<file path="src/rtl/alu_sequencer.sv">
// Control FSM for the BitBlaster 10-bit datapath: latches one instruction and sequences
// register/bus/ALU strobes over up to three steps. Optional illegal-op trap: CTRL_ILLEGAL_TRAP_EN.
module alu_sequencer #(
  parameter int DATA_W = 10,
  parameter int IMM_W  = 6
) (
  input  logic              CLKb,
  input  logic              RSTb,
  input  logic [DATA_W-1:0] INSTR,
  input  logic              EXEC,
  output logic              BUSY,
  output logic              DONE,
  output logic [3:0]        Rin,
  output logic [3:0]        Rout,
  output logic              EXT,
  output logic              IMMout,
  output logic [DATA_W-1:0] IMM,
  output logic              Ain,
  output logic              Gin,
  output logic              Gout,
  output logic [3:0]        FN,
  output logic              ERR
);

`ifdef CTRL_ILLEGAL_TRAP_EN
  localparam bit TRAP_EN = 1'b1;
`else
  localparam bit TRAP_EN = 1'b0;
`endif

  typedef enum logic [1:0] {S_IDLE, S_T1, S_T2, S_T3} step_t;
  typedef enum logic [2:0] {C_LD, C_CP, C_UN, C_BIN, C_IMM, C_ILL} cls_t;

  typedef struct packed {
    logic       done;
    logic       err;
    logic [3:0] rin;
    logic [3:0] rout;
    logic       ext;
    logic       immout;
    logic       ain;
    logic       gin;
    logic       gout;
    logic [3:0] fn;
  } ctrl_t;

  step_t             step, step_nxt;
  logic [DATA_W-1:0] ir;
  logic [1:0]        mode, rx, ry;
  logic [3:0]        fn_ir;
  cls_t              cls;
  ctrl_t             c;

  assign mode  = ir[DATA_W-1 -: 2];
  assign rx    = ir[DATA_W-3 -: 2];
  assign ry    = ir[DATA_W-5 -: 2];
  assign fn_ir = ir[3:0];

  function automatic logic [3:0] oh(input logic [1:0] r);
    oh = 4'b0001 << r;
  endfunction

  always_comb begin
    cls = C_ILL;
    case (mode)
      2'b00: begin
        case (fn_ir)
          4'b0000:                   cls = C_LD;
          4'b0001:                   cls = C_CP;
          4'b0100, 4'b0101:          cls = C_UN;
          4'b0010, 4'b0011, 4'b0110, 4'b0111,
          4'b1000, 4'b1001, 4'b1010, 4'b1011: cls = C_BIN;
          default:                   cls = C_ILL;
        endcase
      end
      2'b10, 2'b11: cls = C_IMM;
      default:      cls = C_ILL;
    endcase
  end

  always_ff @(negedge CLKb or negedge RSTb) begin
    if (!RSTb) begin
      step <= S_IDLE;
      ir   <= '0;
    end else begin
      step <= step_nxt;
      if (step == S_IDLE && EXEC) ir <= INSTR;
    end
  end

  // Single-step classes (ld/cp/illegal) finish in T1; ALU classes run T1..T3.
  always_comb begin
    step_nxt = step;
    c        = '0;
    case (step)
      S_IDLE: if (EXEC) step_nxt = S_T1;
      S_T1: begin
        case (cls)
          C_LD: begin
            c.ext = 1'b1; c.rin = oh(rx); c.done = 1'b1;
            step_nxt = S_IDLE;
          end
          C_CP: begin
            c.rout = oh(ry); c.rin = oh(rx); c.done = 1'b1;
            step_nxt = S_IDLE;
          end
          C_UN: begin
            c.rout = oh(ry); c.ain = 1'b1;
            step_nxt = S_T2;
          end
          C_BIN, C_IMM: begin
            c.rout = oh(rx); c.ain = 1'b1;
            step_nxt = S_T2;
          end
          default: begin
            c.done = 1'b1; c.err = TRAP_EN;
            step_nxt = S_IDLE;
          end
        endcase
      end
      S_T2: begin
        c.gin = 1'b1;
        if (cls == C_IMM) begin
          c.immout = 1'b1;
          c.fn     = {3'b110, mode[0]};
        end else begin
          c.fn = fn_ir;
        end
        if (cls == C_BIN) c.rout = oh(ry);
        step_nxt = S_T3;
      end
      S_T3: begin
        c.gout = 1'b1; c.rin = oh(rx); c.done = 1'b1;
        step_nxt = S_IDLE;
      end
      default: step_nxt = S_IDLE;
    endcase
  end

  assign BUSY   = (step != S_IDLE);
  assign DONE   = c.done;
  assign ERR    = c.err;
  assign Rin    = c.rin;
  assign Rout   = c.rout;
  assign EXT    = c.ext;
  assign IMMout = c.immout;
  assign Ain    = c.ain;
  assign Gin    = c.gin;
  assign Gout   = c.gout;
  assign FN     = c.fn;
  // IMM is only meaningful while an addi/subi is in flight; held at 0 otherwise.
  assign IMM    = (BUSY && mode[1]) ? {{(DATA_W-IMM_W){1'b0}}, ir[IMM_W-1:0]} : '0;

endmodule

</file>
<file path="config.mk">
export PLATFORM = sky130hd
export DESIGN_NAME = alu_sequencer
export DESIGN_NICKNAME = d
export VERILOG_FILES = /design/src/rtl/alu_sequencer.sv
export SDC_FILE = /design/constraint.sdc
export NUM_CORES = 1
export LEC_CHECK = 0
export ABC_CLOCK_PERIOD_IN_PS = 3000
export CAP_MARGIN = 20
export CORE_MARGIN = 8
export CORE_UTILIZATION = 44
export CTS_BUF_LIST = sky130_fd_sc_hd__clkbuf_4 sky130_fd_sc_hd__clkbuf_8
export DETAILED_ROUTE_END_ITERATION = 10
export GPL_ROUTABILITY_DRIVEN = 0
export PLACE_DENSITY = 0.92
export SYNTH_ARGS = -nofsm -noshare
export SYNTH_HDL_FRONTEND = slang
export SYNTH_SLANG_ARGS = --single-unit
</file>
<file path="constraint.sdc">
create_clock -name CLKb -period 3 [get_ports CLKb]
set_input_delay 0.6 -clock CLKb [delete_from_list [all_inputs] [get_ports CLKb]]
set_output_delay 0.6 -clock CLKb [all_outputs]
set_load 0.005 [all_outputs]
</file>
* Word level (Yosys, flattened, before mapping)
Memory sizes are Yosys's and may differ from the RTL's. Cells that the tools add are included.
Word-level totals: bits in registers 12, memory bits (read-only) 48, bits of input ports 13, output and inout port bits 30, logic and storage cells 48, memories kept 1
Operators by class: equality and inequality tests 10, shift operators 2, muxes and demuxes 22, reduce and logical (&&, ||, !) cells 11
Memory list:
- (name not given) | words 16, bits a word 3, rd ports 1, clocked after memory_dff 0, write ports 0, RTL line 67 | case (fn_ir)
Operators with widths (number):
- $pmux W4 S2 | 3
- $mux W4 | 4
- $mux W1 | 9
- $eq A2 B2 Y1 const B | 4
- $pmux W2 S4 | 1
- $reduce_or A2 Y1 | 4
- $shl A1 B2 Y4 const A | 2
- $eq A3 B2 Y1 const B | 2
- $mux W6 | 1
- $pmux W3 S2 | 1
- $logic_not A2 Y1 | 2
- $mux W2 | 2
- $eq A3 B1 Y1 const B | 1
- $eq A3 B3 Y1 const B | 1
- $logic_not A3 Y1 | 1
- $reduce_or A3 Y1 | 1
- $eq A2 B1 Y1 const B | 1
- $logic_and A1 B1 Y1 | 2
- $ne A2 B2 Y1 const B | 1
- $pmux W1 S2 | 1
- $reduce_bool A2 Y1 | 1

* Logic depth before layout (Yosys ltp)
Gate-level depths: netlist (run 1).
word-level depth 7, mapped depth 6, mapped depth without buffers 6

==> impl_metrics.env, run 1 <==
export IMPL_status="finished, violations left"
export IMPL_violations="setup timing"
export IMPL_hold_path_end="ir[5]$_DFFE_NN0P_"
export IMPL_ys_seq_elements=12
export IMPL_final_hold_viol_count=0
export IMPL_htreeDepth=1
export IMPL_synth_yosys_seq_area_share=0.350
export IMPL_worstPathRequired_ns=2.40
export IMPL_fillers=94
export IMPL_slowest_stage="or4_4"
export IMPL_finalSetupViolations=25
export IMPL_r2r_cells=7
export IMPL_min_delay_start="ir[5]$_DFFE_NN0P_"
export IMPL_drc=0
export IMPL_synth_cells=89
export IMPL_core_area_um2=1900
export IMPL_crit_fanout=4
export IMPL_ios=43
export IMPL_r2r_slack_ns=1.31
export IMPL_skew_ns=0.00176
export IMPL_vias=976
export IMPL_yosysMostFrequentCell="dfrtn_1"
export IMPL_syn2layout_area_growth_pct=85.4
export IMPL_rsz0062_at_grt="true"
export IMPL_grt_pass1_vias=943
export IMPL_port_buffers=37
export IMPL_holdPathStages=1
export IMPL_multi_input_area_um2=638
export IMPL_cts_buffers=3
export IMPL_power_mw=1.72
export IMPL_grt_max_degree=13
export IMPL_setup_tns_ns=-17.27
export IMPL_path_cells="or4_4 -> nor3b_4 -> buf_6 -> nor2_4 -> nor2_1 -> buf_2"
export IMPL_yosys_area_top_type_share=0.350
export IMPL_overflow=0
export IMPL_cp_start_kind="flop"
export IMPL_powerDensity_nw_per_um2=1080
export IMPL_first_pass_iters=4
export IMPL_cp_top_family="simple AND/OR/NAND/NOR gates"
export IMPL_clockBufferDepth=2
export IMPL_critPathKind="reg -> out"
export IMPL_fp_dieH_um=60.1
export IMPL_avgRoutedWirePerCell_um=19.4
export IMPL_min_path_type="reg -> reg"
export IMPL_totalWireLength_um=3530
export IMPL_vias_per_cell=5.36
export IMPL_die_x_um=60.1
export IMPL_gr_usage_all_layers=0.164
export IMPL_crit_buf_inv=2
export IMPL_final_setup_worst_slack_ns=-0.924
export IMPL_layout_drive_gt1_share=0.600
export IMPL_yosysUniqueCellTypes=27
export IMPL_cts_root_buf="clkbuf_4"
export IMPL_final_nets=173
export IMPL_synth_edf_count=0
export IMPL_clk_latency_ns=0.27
export IMPL_maxCapViolations=0
export IMPL_yosys_area_top_type="dfrtn_1"
export IMPL_core_rowCount=16
export IMPL_start_util=0.451
export IMPL_seq_area_um2=300
export IMPL_peakVddDrop_v=0.000655
export IMPL_ant_nets=0
export IMPL_slowest_delay_ns=0.58
export IMPL_worstPathArrival_ns=3.32
export IMPL_endpoint_kind="output port"
export IMPL_ys_async_sr_fraction=1.00
export IMPL_synth_area_um2=857
export IMPL_yosysWarnings=0
export IMPL_slew_violations=0
export IMPL_clkSinkCount=12
export IMPL_slew_headroom=0.654
export IMPL_netlist_top_cells_area="dfrtn_1 (35%), mux2_2 (14%), ha_1 (5.8%), and2_1 (5.1%), buf_4 (4.4%)"
export IMPL_dr_first_iter_drc_count=18
export IMPL_reg2reg_from="step[0]$_DFFE_NN0P_"
export IMPL_reg2reg_to="ir[4]$_DFFE_NN0P_"
export IMPL_worst_pin_slew_ns=0.517
export IMPL_ys_flop_type="dfrtn_1"
export IMPL_hpwl_um=2120
export IMPL_leakagePower_nw=0.755
export IMPL_avgSynthCellArea_um2=9.63
export IMPL_clk_pin_slew_ns=0.05
export IMPL_antenna_cells_inserted=0
export IMPL_utilization=0.836
export IMPL_cts_hold_buf=0
export IMPL_cts_tree="done"
export IMPL_die_area_um2=3620
export IMPL_grt_antenna_before_repair=0
export IMPL_grt_pass1_wl_um=4400
export IMPL_synth_common_cells="dfrtn_1 (12), mux2_2 (11), nor2_1 (10), and2_1 (7)"
==> power breakdown <==
| part | total, mW | internal [mW] | switching [mW] |
|---|---|---|---|
| clock network | 0.121 | 0.0736 | 0.0472 |
| logic | 1.27 | 0.689 | 0.578 |
| registers | 0.328 | 0.251 | 0.0772 |
| total | 1.72 | 1.01 | 0.703 |
==> metrics by stage <==
step | cells | worst slack (ns) | hold WS [ns] | area (µm²)
3_5_place_dp | 169 | -0.997 | 0.512 | 1450
5_1_grt | 182 | -1.02 | 0.531 | 1590
4_1_cts | 180 | -0.921 | 0.512 | 1500
6_report | 182 | -0.924 | 0.528 | 1590
2_1_floorplan | 93 | -0.474 | 0.492 | 940
3_3_place_gp | 169 | -0.943 | 0.494 | 1450
==> worst max path at each step <==
stage,startpoint,cells after the start,end
finish,ir[9]$_DFFE_NN0P_,6,Rin[2]
global route,step[0]$_DFFE_NN0P_,7,Rout[3]
CTS,ir[1]$_DFFE_NN0P_,5,Rout[1]
detailed placement,ir[9]$_DFFE_NN0P_,5,Rout[1]
global placement,ir[9]$_DFFE_NN0P_,5,Rout[1]
floorplan,ir[3]$_DFFE_NN0P_,5,Rout[0]
==> what timing repair did <==
action,4_1_cts,5_1_grt
gates resized for setup,115,15
setup endpoints to repair,36,25
buffers inserted,8,3
pin swaps,18,14
==> sequential cells by signal, summed over array words and instances, names as in the netlist, named ones only <==
register	flops
ir	10
step	1
==> final cells by class <==
type,instances,area share
Clock buffer,4,0.0228
Inverter,5,0.0134
Multi-Input combinational cell,68,0.402
Sequential cell,12,0.189
Tap cell,27,0.0213
Timing Repair Buffer,66,0.352
==> cells by family (layout without fill, tap and decap cells) <==
group	after synthesis	after routing	share of synthesized area
compound gates	16	16	0.142
fa+ha+maj	4	4	0.0584
buf+inv	13	75	0.0876
flops	12	12	0.350
mux	12	12	0.156
other cells	1	5	0.00438
simple gates	31	31	0.201
==> layer usage <==
layer | part of all wire | track usage
met1 | 0.37 | 0.161
met2 | 0.51 | 0.293
met3 | 0.070 | 0.0344
met4 | 0.053 | 0.119
met5 | 0 | 0
==> cell usage in the layout (no fill, tap or decap), types with 4 or more instances in the layout <==
| master | netlist | routed |
|---|---|---|
| buf_6 | 1 | 15 |
| clkdlybuf4s50_1 | 0 | 11 |
| nor2_1 | 10 | 9 |
| and2_4 | 0 | 6 |
| buf_4 | 5 | 21 |
| buf_2 | 0 | 15 |
| mux2_2 | 11 | 11 |
| conb_1 | 1 | 5 |
| o32ai_2 | 0 | 4 |
| dfrtn_1 | 12 | 12 |
No activity file was read; power rests on OpenSTA's default activity.
==> inputs of run 2 (changes only) <==
--- a/config.mk
+++ b/config.mk
@@ -9,9 +9,8 @@
 export CAP_MARGIN = 20
 export CORE_MARGIN = 8
-export CORE_UTILIZATION = 44
-export CTS_BUF_LIST = sky130_fd_sc_hd__clkbuf_4 sky130_fd_sc_hd__clkbuf_8
+export CORE_UTILIZATION = 42
 export DETAILED_ROUTE_END_ITERATION = 10
 export GPL_ROUTABILITY_DRIVEN = 0
-export PLACE_DENSITY = 0.92
+export PLACE_DENSITY = 0.88
 export SYNTH_ARGS = -nofsm -noshare
 export SYNTH_HDL_FRONTEND = slang
==> constraint.sdc (replaced) <==
create_clock -name CLKb -period 3 [get_ports CLKb]
set_input_delay 0.6 -clock CLKb [delete_from_list [all_inputs] [get_ports CLKb]]
set_output_delay 0.6 -clock CLKb [all_outputs]
set_load 0.05 [all_outputs]
==> impl_metrics.env, run 2 <==
export IMPL_status="aborted with a tool error"
export IMPL_lastStage="clock tree synthesis (4_1_cts)"
export IMPL_tool_error="[ERROR DPL-0033] detailed placement checks failed during check placement."
export IMPL_yosys_area_top_type_share=0.350
export IMPL_port_buffers=37
export IMPL_synth_cells=89
export IMPL_clockBufferDepth=2
export IMPL_placed_area_um2=1830
export IMPL_yosys_area_top_type="dfrtn_1"
export IMPL_synth_yosys_seq_area_share=0.350
export IMPL_htreeDepth=1
export IMPL_yosysUniqueCellTypes=27
export IMPL_yosysWarnings=0
export IMPL_start_util=0.441
export IMPL_cts_root_buf="clkbuf_4"
export IMPL_ys_seq_elements=12
export IMPL_ys_flop_type="dfrtn_1"
export IMPL_clkSinkCount=12
export IMPL_synth_area_um2=857
export IMPL_post_cts_buffers=6
export IMPL_core_rowCount=16
export IMPL_fp_dieH_um=61.2
export IMPL_post_cts_resized=16
export IMPL_die_x_um=61.2
export IMPL_cts_hold_buf=0
export IMPL_synth_common_cells="dfrtn_1 (12), mux2_2 (11), nor2_1 (10), and2_1 (7)"
export IMPL_avgSynthCellArea_um2=9.63
export IMPL_ys_async_sr_fraction=1.00
export IMPL_netlist_top_cells_area="dfrtn_1 (35%), mux2_2 (14%), ha_1 (5.8%), and2_1 (5.1%), buf_4 (4.4%)"
export IMPL_hpwl_um=3140
export IMPL_yosysMostFrequentCell="dfrtn_1"
export IMPL_ios=43
export IMPL_cts_buffers=3
export IMPL_synth_edf_count=0
## run 2: stage by stage
stage | setup slack (ns) | util | std cells
detailed placement | -0.749 | 0.943 | 170
floorplan | -0.828 | - | 93
global placement | -0.673 | 0.943 | 170
## run 2: kinds of logic after synthesis
| group | Yosys count | synth area share |
|---|---|---|
| other | 1 | 0.00438 |
| adders and majority gates | 4 | 0.0584 |
| muxes | 12 | 0.156 |
| AOI/OAI and AO/OA | 16 | 0.142 |
| DFF | 12 | 0.350 |
| and+or+nand+nor | 31 | 0.201 |
| buffers and inverters | 13 | 0.0876 |
==> inputs of run 3 (changes only) <==
Settings changed: CORE_AREA set to 8 8 69 71, CORE_MARGIN 8 to not set, CORE_UTILIZATION 42 to not set, DIE_AREA set to 0 0 77 79, PLACE_DENSITY 0.88 to not set, PLACE_DENSITY_LB_ADDON set to 0.15.
==> impl_metrics.env, run 3 (same netlist as run 1, synthesis figures left out) <==
export IMPL_maxCapViolations=0
export IMPL_cts_hold_buf=0
export IMPL_first_pass_iters=4
export IMPL_ant_nets=0
export IMPL_slowest_delay_ns=0.58
export IMPL_cp_top_family="simple AND/OR/NAND/NOR gates"
export IMPL_htreeDepth=1
export IMPL_worstPathArrival_ns=3.38
export IMPL_dpl_cell_count=194
export IMPL_die_x_um=77
export IMPL_avgRoutedWirePerCell_um=13.4
export IMPL_path_cells="or4_4 -> nor2_4 -> a41oi_4 -> o32ai_4 -> buf_12"
export IMPL_mostFrequentLayoutCells="buf_12 (25), buf_4 (18), dfrtn_1 (12), mux2_2 (11), clkdlybuf4s50_1 (11)"
export IMPL_gr_usage_all_layers=0.0892
export IMPL_core_rowCount=23
export IMPL_holdPathStages=1
export IMPL_final_area_um2=2060
export IMPL_crit_buf_inv=1
export IMPL_largest_register="ir"
export IMPL_slew_violations=0
export IMPL_placed_area_um2=1870
export IMPL_worstPathRequired_ns=2.40
export IMPL_clk_latency_ns=0.26
export IMPL_vias_per_cell=4.29
export IMPL_leakagePower_nw=0.834
export IMPL_layout_drive_gt1_share=0.682
export IMPL_clk_pin_slew_ns=0.04
export IMPL_final_nets=172
export IMPL_grt_antenna_before_repair=0
export IMPL_instances_no_fill=204
export IMPL_min_path_type="reg -> reg"
export IMPL_cts_root_buf="clkbuf_8"
export IMPL_clkSinkCount=12
export IMPL_endpoint_kind="output port"
export IMPL_vias=875
export IMPL_crit_fanout=4
export IMPL_status="finished, violations left"
export IMPL_final_setup_worst_slack_ns=-0.979
export IMPL_fp_dieH_um=79
export IMPL_cp_start_kind="flop"
export IMPL_slowest_stage="or4_4"
export IMPL_totalWireLength_um=2730
export IMPL_rsz0062_at_grt="true"
export IMPL_clockBufferDepth=2
export IMPL_power_mw=2.49
export IMPL_antenna_cells_inserted=0
export IMPL_crit_cells=5
export IMPL_finalSetupViolations=25
export IMPL_mostFrequentLayoutCell="buf_12"
export IMPL_cts_tree="done"
export IMPL_grt_pass1_wl_um=4420
export IMPL_syn2layout_area_growth_pct=140
export IMPL_largest_reg_flops=10
export IMPL_overflow=0
export IMPL_dr_first_iter_drc_count=21
export IMPL_grt_max_degree=13
export IMPL_core_area_um2=3800
export IMPL_peakVddDrop_v=0.000453
export IMPL_cts_buffers=3
export IMPL_skew_ns=0.00270
export IMPL_port_buffers=37
export IMPL_hpwl_um=2310
export IMPL_ios=43
export IMPL_top_regs="ir x10, step x1"
export IMPL_violations="setup timing"
export IMPL_r2r_cells=5
export IMPL_die_area_um2=6080
export IMPL_grt_pass1_vias=977
export IMPL_powerDensity_nw_per_um2=1210
export IMPL_start_util=0.226
export IMPL_drc=0
export IMPL_critPathKind="reg -> out"
export IMPL_final_hold_viol_count=0
-- run 3: layer usage --
layer  GRT usage  up-vias  wire length, µm
li1            -      427                -
met1       0.101      417             1160
met2       0.154       26             1360
met3      0.0226        5              148
met4      0.0453        0               52
met5           0        -                0
-- run 3: where the power goes --
part	total [mW]	switching, mW	leakage, nW	internal, mW
logic	1.99	1.01	0.662	0.982
registers	0.324	0.0723	0.142	0.251
clock network	0.175	0.0588	0.0288	0.116
total	2.49	1.14	0.834	1.35
-- run 3: cell type report --
class	instances	area, µm²
Fill cell	351	1740
Timing Repair Buffer	65	867
Multi-Input combinational cell	68	749
Tap cell	50	62.6
Inverter	5	22.5
Clock buffer	4	55.1
Sequential cell	12	300
-- run 3: worst paths after layout --
check | from | to | slack (ns)
setup / recovery | ir[9]$_DFFE_NN0P_ | Rout[2] | -0.98
hold / removal | ir[6]$_DFFE_NN0P_ | ir[6]$_DFFE_NN0P_ | 0.52
setup reg to reg | ir[2]$_DFFE_NN0P_ | flop | 1.45
hold reg to reg | ir[6]$_DFFE_NN0P_ | ir[6]$_DFFE_NN0P_ | 0.52
max in group asynchronous | RSTb | step[0]$_DFFE_NN0P_ | 0.79
min in group asynchronous | RSTb | ir[7]$_DFFE_NN0P_ | 2.02
-- run 3: repair_timing --
action	in CTS	in global routing
gates cloned	0	0
endpoints found under the setup margin	36	25
setup buffers	8	2
resized for setup	22	6
pin swaps	10	6
-- run 3: stage by stage --
step                      hold WS (ns)   util  TNS, ns  worst slack [ns]
after floorplan                  0.492      -   -10.56            -0.828
after global placement           0.509  0.491   -13.72            -0.689
after detailed placement         0.518  0.491   -14.19            -0.730
after CTS                        0.517  0.536   -18.49            -0.991
after global routing             0.546  0.542   -19.00             -1.05
final                            0.515  0.542   -17.44            -0.979
==> RTL edit 1 (config.mk and constraints of run 3) <==
Change the parameter `DATA_W` from 10 to 12.
--- a/src/rtl/alu_sequencer.sv
+++ b/src/rtl/alu_sequencer.sv
@@ -1,7 +1,7 @@
 // Control FSM for the BitBlaster 10-bit datapath: latches one instruction and sequences
 // register/bus/ALU strobes over up to three steps. Optional illegal-op trap: CTRL_ILLEGAL_TRAP_EN.
 module alu_sequencer #(
-  parameter int DATA_W = 10,
+  parameter int DATA_W = 12,
   parameter int IMM_W  = 6
 ) (
   input  logic              CLKb,
Ports: changed (resized IMM and INSTR); port bits go from 43 to 47. No check against the original RTL was run, so the function may have changed too.
==> RTL edit 1 against run 3 <==
The flow still finishes with violations (negative setup slack). Synthesized cell count grew 7.9%. Setup slack worse by 29 ps. Hold slack worse by 54 ps. Power grew 3.4%. Sequential cell count grew 2. Synthesized area grew 11%. Design area grew 4.4%. Routed wire length increased by 17%. Critical endpoint unchanged. Highest routed layer unchanged.
==> RTL edit 1: results <==
group,metric,value,unit
yosys,synth.yosys.warnings,0,
finish,largest_registers,"ir x12, step x1",
critical_path,critical_path.slowest_cell,"sky130_fd_sc_hd__dfrtn_1",
die,initial_utilization,0.250,
global_routing,grt_pass1_vias,1061,
placement,dpl.hpwl,2520,um
clocking,root_buffer,"sky130_fd_sc_hd__clkbuf_8",
yosys,yosys.cell_types.count,27,
critical_path,max_stage_delay,450,ps
drt,detailedRoute.firstIterationViolations,20,
clocking,clk-insertion-delay-late,270,ps
timing,timing.final.setup_violations,25,
drt,drcViolationCount,0,
clocking,path_clk_slew,50,ps
yosys,post_synth_main_area_contributors,"sky130_fd_sc_hd__dfrtn_1 37%, sky130_fd_sc_hd__mux2_2 15%, sky130_fd_sc_hd__buf_4 5.5%",
placement,place.detailed.instances,201,
global_routing,grt_pass1_wl,5450,um
timing,maximum_clock_skew_at_final_layout,4.67,ps
run_status,outcome,"finished, violations left",
global_routing,grt_max_degree,15,
timing,final.setup.tns,-17950,ps
yosys,ys_seq_area_frac,0.369,
yosys,synth_enable_flop_cells,0,
global_routing,gr-usage-all-layers,0.111,
critical_path,cp.arrival,3410,ps
finish,design.final.nets,181,
placement,place_worst_setup_slack,-735,ps
placement,postPlaceCellArea,0.00195,mm2
drt,detail_route.wl_per_cell,15.2,um
placement,io_buffer_count,39,
drt,firstDrtPassIters,3,
finish,final_layout_size_suffix_gt1_frac,0.652,
pwr,power.ir.vdd_worst,497,uV
finish,insertedDiodeCount,0,
timing,slew_viol_final,0,
finish,layout.filler_cells,332,
drt,totalWireLength,3200,um
critical_path,critical-path-top-delay-family,"compound AO/OA/AOI/OAI gates",
critical_path,crit_path_max_fanout,4,
drt,routed_via_density,4.37,
yosys,synth_commonest_cells,"14 x sky130_fd_sc_hd__dfrtn_1, 13 x sky130_fd_sc_hd__mux2_2, 10 x sky130_fd_sc_hd__nor2_1",
yosys,syn-mean-instance-area,9.88,um2
run_status,violations_in_the_final_reports,"negative setup slack",
pwr,total_leakage_power,0.000880,uW
timing,timing.final.ws_setup,-1010,ps
clocking,cts-buffers-inserted,3,
==> RTL edit 1: cell count changes in the layout (fill, tap and decap cells not counted), sizes merged <==
cell           change
buf                -2
bufbuf             +1
clkdlybuf4s50      +2
conb               +2
dfrtn              +2
mux2               +2
==> RTL edit 1: repair_timing <==
action	4_1_cts	5_1_grt
pin swaps	9	5
resized for setup	17	5
gates cloned	1	0
setup endpoints to repair	38	25
buffers inserted	2	5
==> RTL edit 1: metal layers <==
metal	part of all wire	up-vias	wire length, um	GRT usage
li1	-	447	-	-
met1	0.39	437	1240	0.117
met2	0.52	31	1680	0.198
met3	0.072	7	229	0.0418
met4	0.017	0	53	0.0434
met5	0	-	0	0
==> RTL edit 1: path summary, 6_finish.rpt <==
check | slack, ps | cells after the start | end | from
worst min register to register | 460 | 1 | ir[4]$_DFFE_NN0P_ | ir[4]$_DFFE_NN0P_
max in group asynchronous | 740 | 2 | ir[6]$_DFFE_NN0P_ | RSTb
min in group asynchronous | 2040 | 2 | ir[0]$_DFFE_NN0P_ | RSTb
worst max register to register | 1350 | 6 | flop | ir[3]$_DFFE_NN0P_
worst min-delay path | 460 | 1 | ir[4]$_DFFE_NN0P_ | ir[4]$_DFFE_NN0P_
worst max-delay path | -1010 | 7 | Rout[2] | step[0]$_DFFE_NN0P_
==> RTL edit 1: worst reg2reg max path, delay by kind of cell, from the launching register on <==
kind	cells	cell delay, ps
AO/OA/AOI/OAI	1	160
buffers and inverters	2	270
flip-flops	1	380
multiplexers	1	250
AND/OR/NAND/NOR	2	440
==> RTL edit 1: area by class of cell <==
cell class                 count  area, um2  area share
tap                           50       62.6      0.0291
timing repair buffer          66        893       0.416
multi-input combinational     72        764       0.356
sequential                    14        350       0.163
inverter                       5       22.5      0.0105
clock buffer                   4       55.1      0.0256
==> RTL edit 1: where the power goes <==
group	leakage [uW]	internal, uW	switching, uW	total (uW)
clock	0.0000288	117	75.3	192
sequential	0.000166	293	86.8	380
combinational	0.000686	993	1010	2000
total	0.000880	1400	1170	2570
==> RTL edit 1: kinds of logic (layout without fill, tap and decap cells) <==
group                      after synthesis  after routing  synth area share
AOI/OAI and AO/OA                       16             16             0.128
adders and majority gates                4              4            0.0528
buffers and inverters                   16             75            0.0989
DFF                                     14             14             0.369
muxes                                   14             14             0.165
other                                    1              7           0.00395
and+or+nand+nor                         31             31             0.182
==> RTL edit 2 (config.mk and constraints of run 3) <==
Made on the original files. The 4 values of `step_t` get a one-hot encoding in 4 bits.
--- a/src/rtl/alu_sequencer.sv
+++ b/src/rtl/alu_sequencer.sv
@@ -28,7 +28,7 @@
   localparam bit TRAP_EN = 1'b0;
 `endif
 
-  typedef enum logic [1:0] {S_IDLE, S_T1, S_T2, S_T3} step_t;
+  typedef enum logic [3:0] {S_IDLE = 4'b0001, S_T1 = 4'b0010, S_T2 = 4'b0100, S_T3 = 4'b1000} step_t;
   typedef enum logic [2:0] {C_LD, C_CP, C_UN, C_BIN, C_IMM, C_ILL} cls_t;
 
   typedef struct packed {
Function: same outputs for any inputs over 10 cycles, from zero or initial values and one cycle with RSTb low; not proved beyond that.
==> RTL edit 2 against run 3 <==
The run still ends with negative setup slack left. Count of clock-buffer cells in the layout unchanged. Design area fell by 7.7%. Synthesized area up 2.0%. Setup slack lost 64 ps. Hold slack better by 11 ps. Routed wire length is 5.3% higher. Clock power down 6%. Clock skew grew 42 ps. Sequential power up 9.3%. Via count rose by 2.9%. Sequential cell count rose by 2. Power down 37%. Largest power group unchanged. Highest routed layer unchanged.
==> RTL edit 2: results <==
group,metric,value,unit
pwr,pwr-share-comb,0.668,
timing,maximum_clock_skew_at_final_layout,44.5,ps
placement,dpl.hpwl,2390,um
critical_path,max_stage_delay,520,ps
placement,postPlaceCellArea,0.00177,mm2
timing,timing.final.ws_setup,-1040,ps
finish,layout.filler_cells,363,
clocking,cts.repair_timing.setup_buffer_count,1,
run_status,violations_in_the_final_reports,"negative setup slack",
pwr,p_clk,165,uW
yosys,yosys-mux-area-fraction,0.103,
finish,final_clock_cell_share,0.0257,
yosys,synth_seq_cells,14,
pwr,total_leakage_power,0.000782,uW
finish,layout.cells.non_filler,208,
finish,fin_util,0.500,
yosys,ys_seq_area_frac,0.402,
yosys,yosys.cell_types.count,29,
run_status,outcome,"finished, violations left",
global_routing,grt_pass1_wl,4800,um
timing,timing.final.setup_violations,25,
drt,detail_route.wl_per_cell,13.8,um
yosys,synthesis.area,875,um2
global_routing,grt_max_degree,11,
finish,largest_registers,"ir x10, step x4",
clocking,clk-insertion-delay-late,300,ps
drt,route.vias.total,900,
placement,place_worst_setup_slack,-769,ps
yosys,synth_compound_area_frac,0.117,
pwr,swShare,0.465,
timing,final.setup.tns,-22130,ps
clocking,post_cts_resized,11,
drt,detailedRoute.firstIterationViolations,28,
finish,final_layout_size_suffix_gt1_frac,0.646,
finish,inv_count,6,
finish,bufAreaShareNonClock,0.397,
global_routing,grt_pass1_vias,985,
yosys,yosys.area_share.adder,0,
pwr,power.ir.vdd_worst,395,uV
finish,seq_area_frac,0.185,
global_routing,gr-usage-all-layers,0.0978,
critical_path,critical_path.slowest_cell,"sky130_fd_sc_hd__or4b_4",
[RTL edit 2: path summary, 6_finish.rpt]
check | start | end | slack, ps | cells after the start
min in group asynchronous | RSTb | ir[1]$_DFFE_NN0P_ | 1950 | 1
hold / removal | ir[6]$_DFFE_NN0P_ | ir[6]$_DFFE_NN0P_ | 530 | 1
hold reg to reg | ir[6]$_DFFE_NN0P_ | ir[6]$_DFFE_NN0P_ | 530 | 1
setup reg to reg | step[0]$_DFFE_NN1P_ | ir[8]$_DFFE_NN0P_ | 1270 | 4
setup / recovery | step[2]$_DFFE_NN0P_ | Rout[3] | -1040 | 5
max in group asynchronous | RSTb | step[3]$_DFFE_NN0P_ | 640 | 2
[RTL edit 2: layer usage]
metal  track usage  wire, um  part of all wire  vias up
li1              -         -                 -      436
met3        0.0339       166             0.058        5
met2         0.179      1590              0.55       24
met1         0.105      1080              0.37      435
met4        0.0245        41             0.014        0
met5             0         0                 0        -
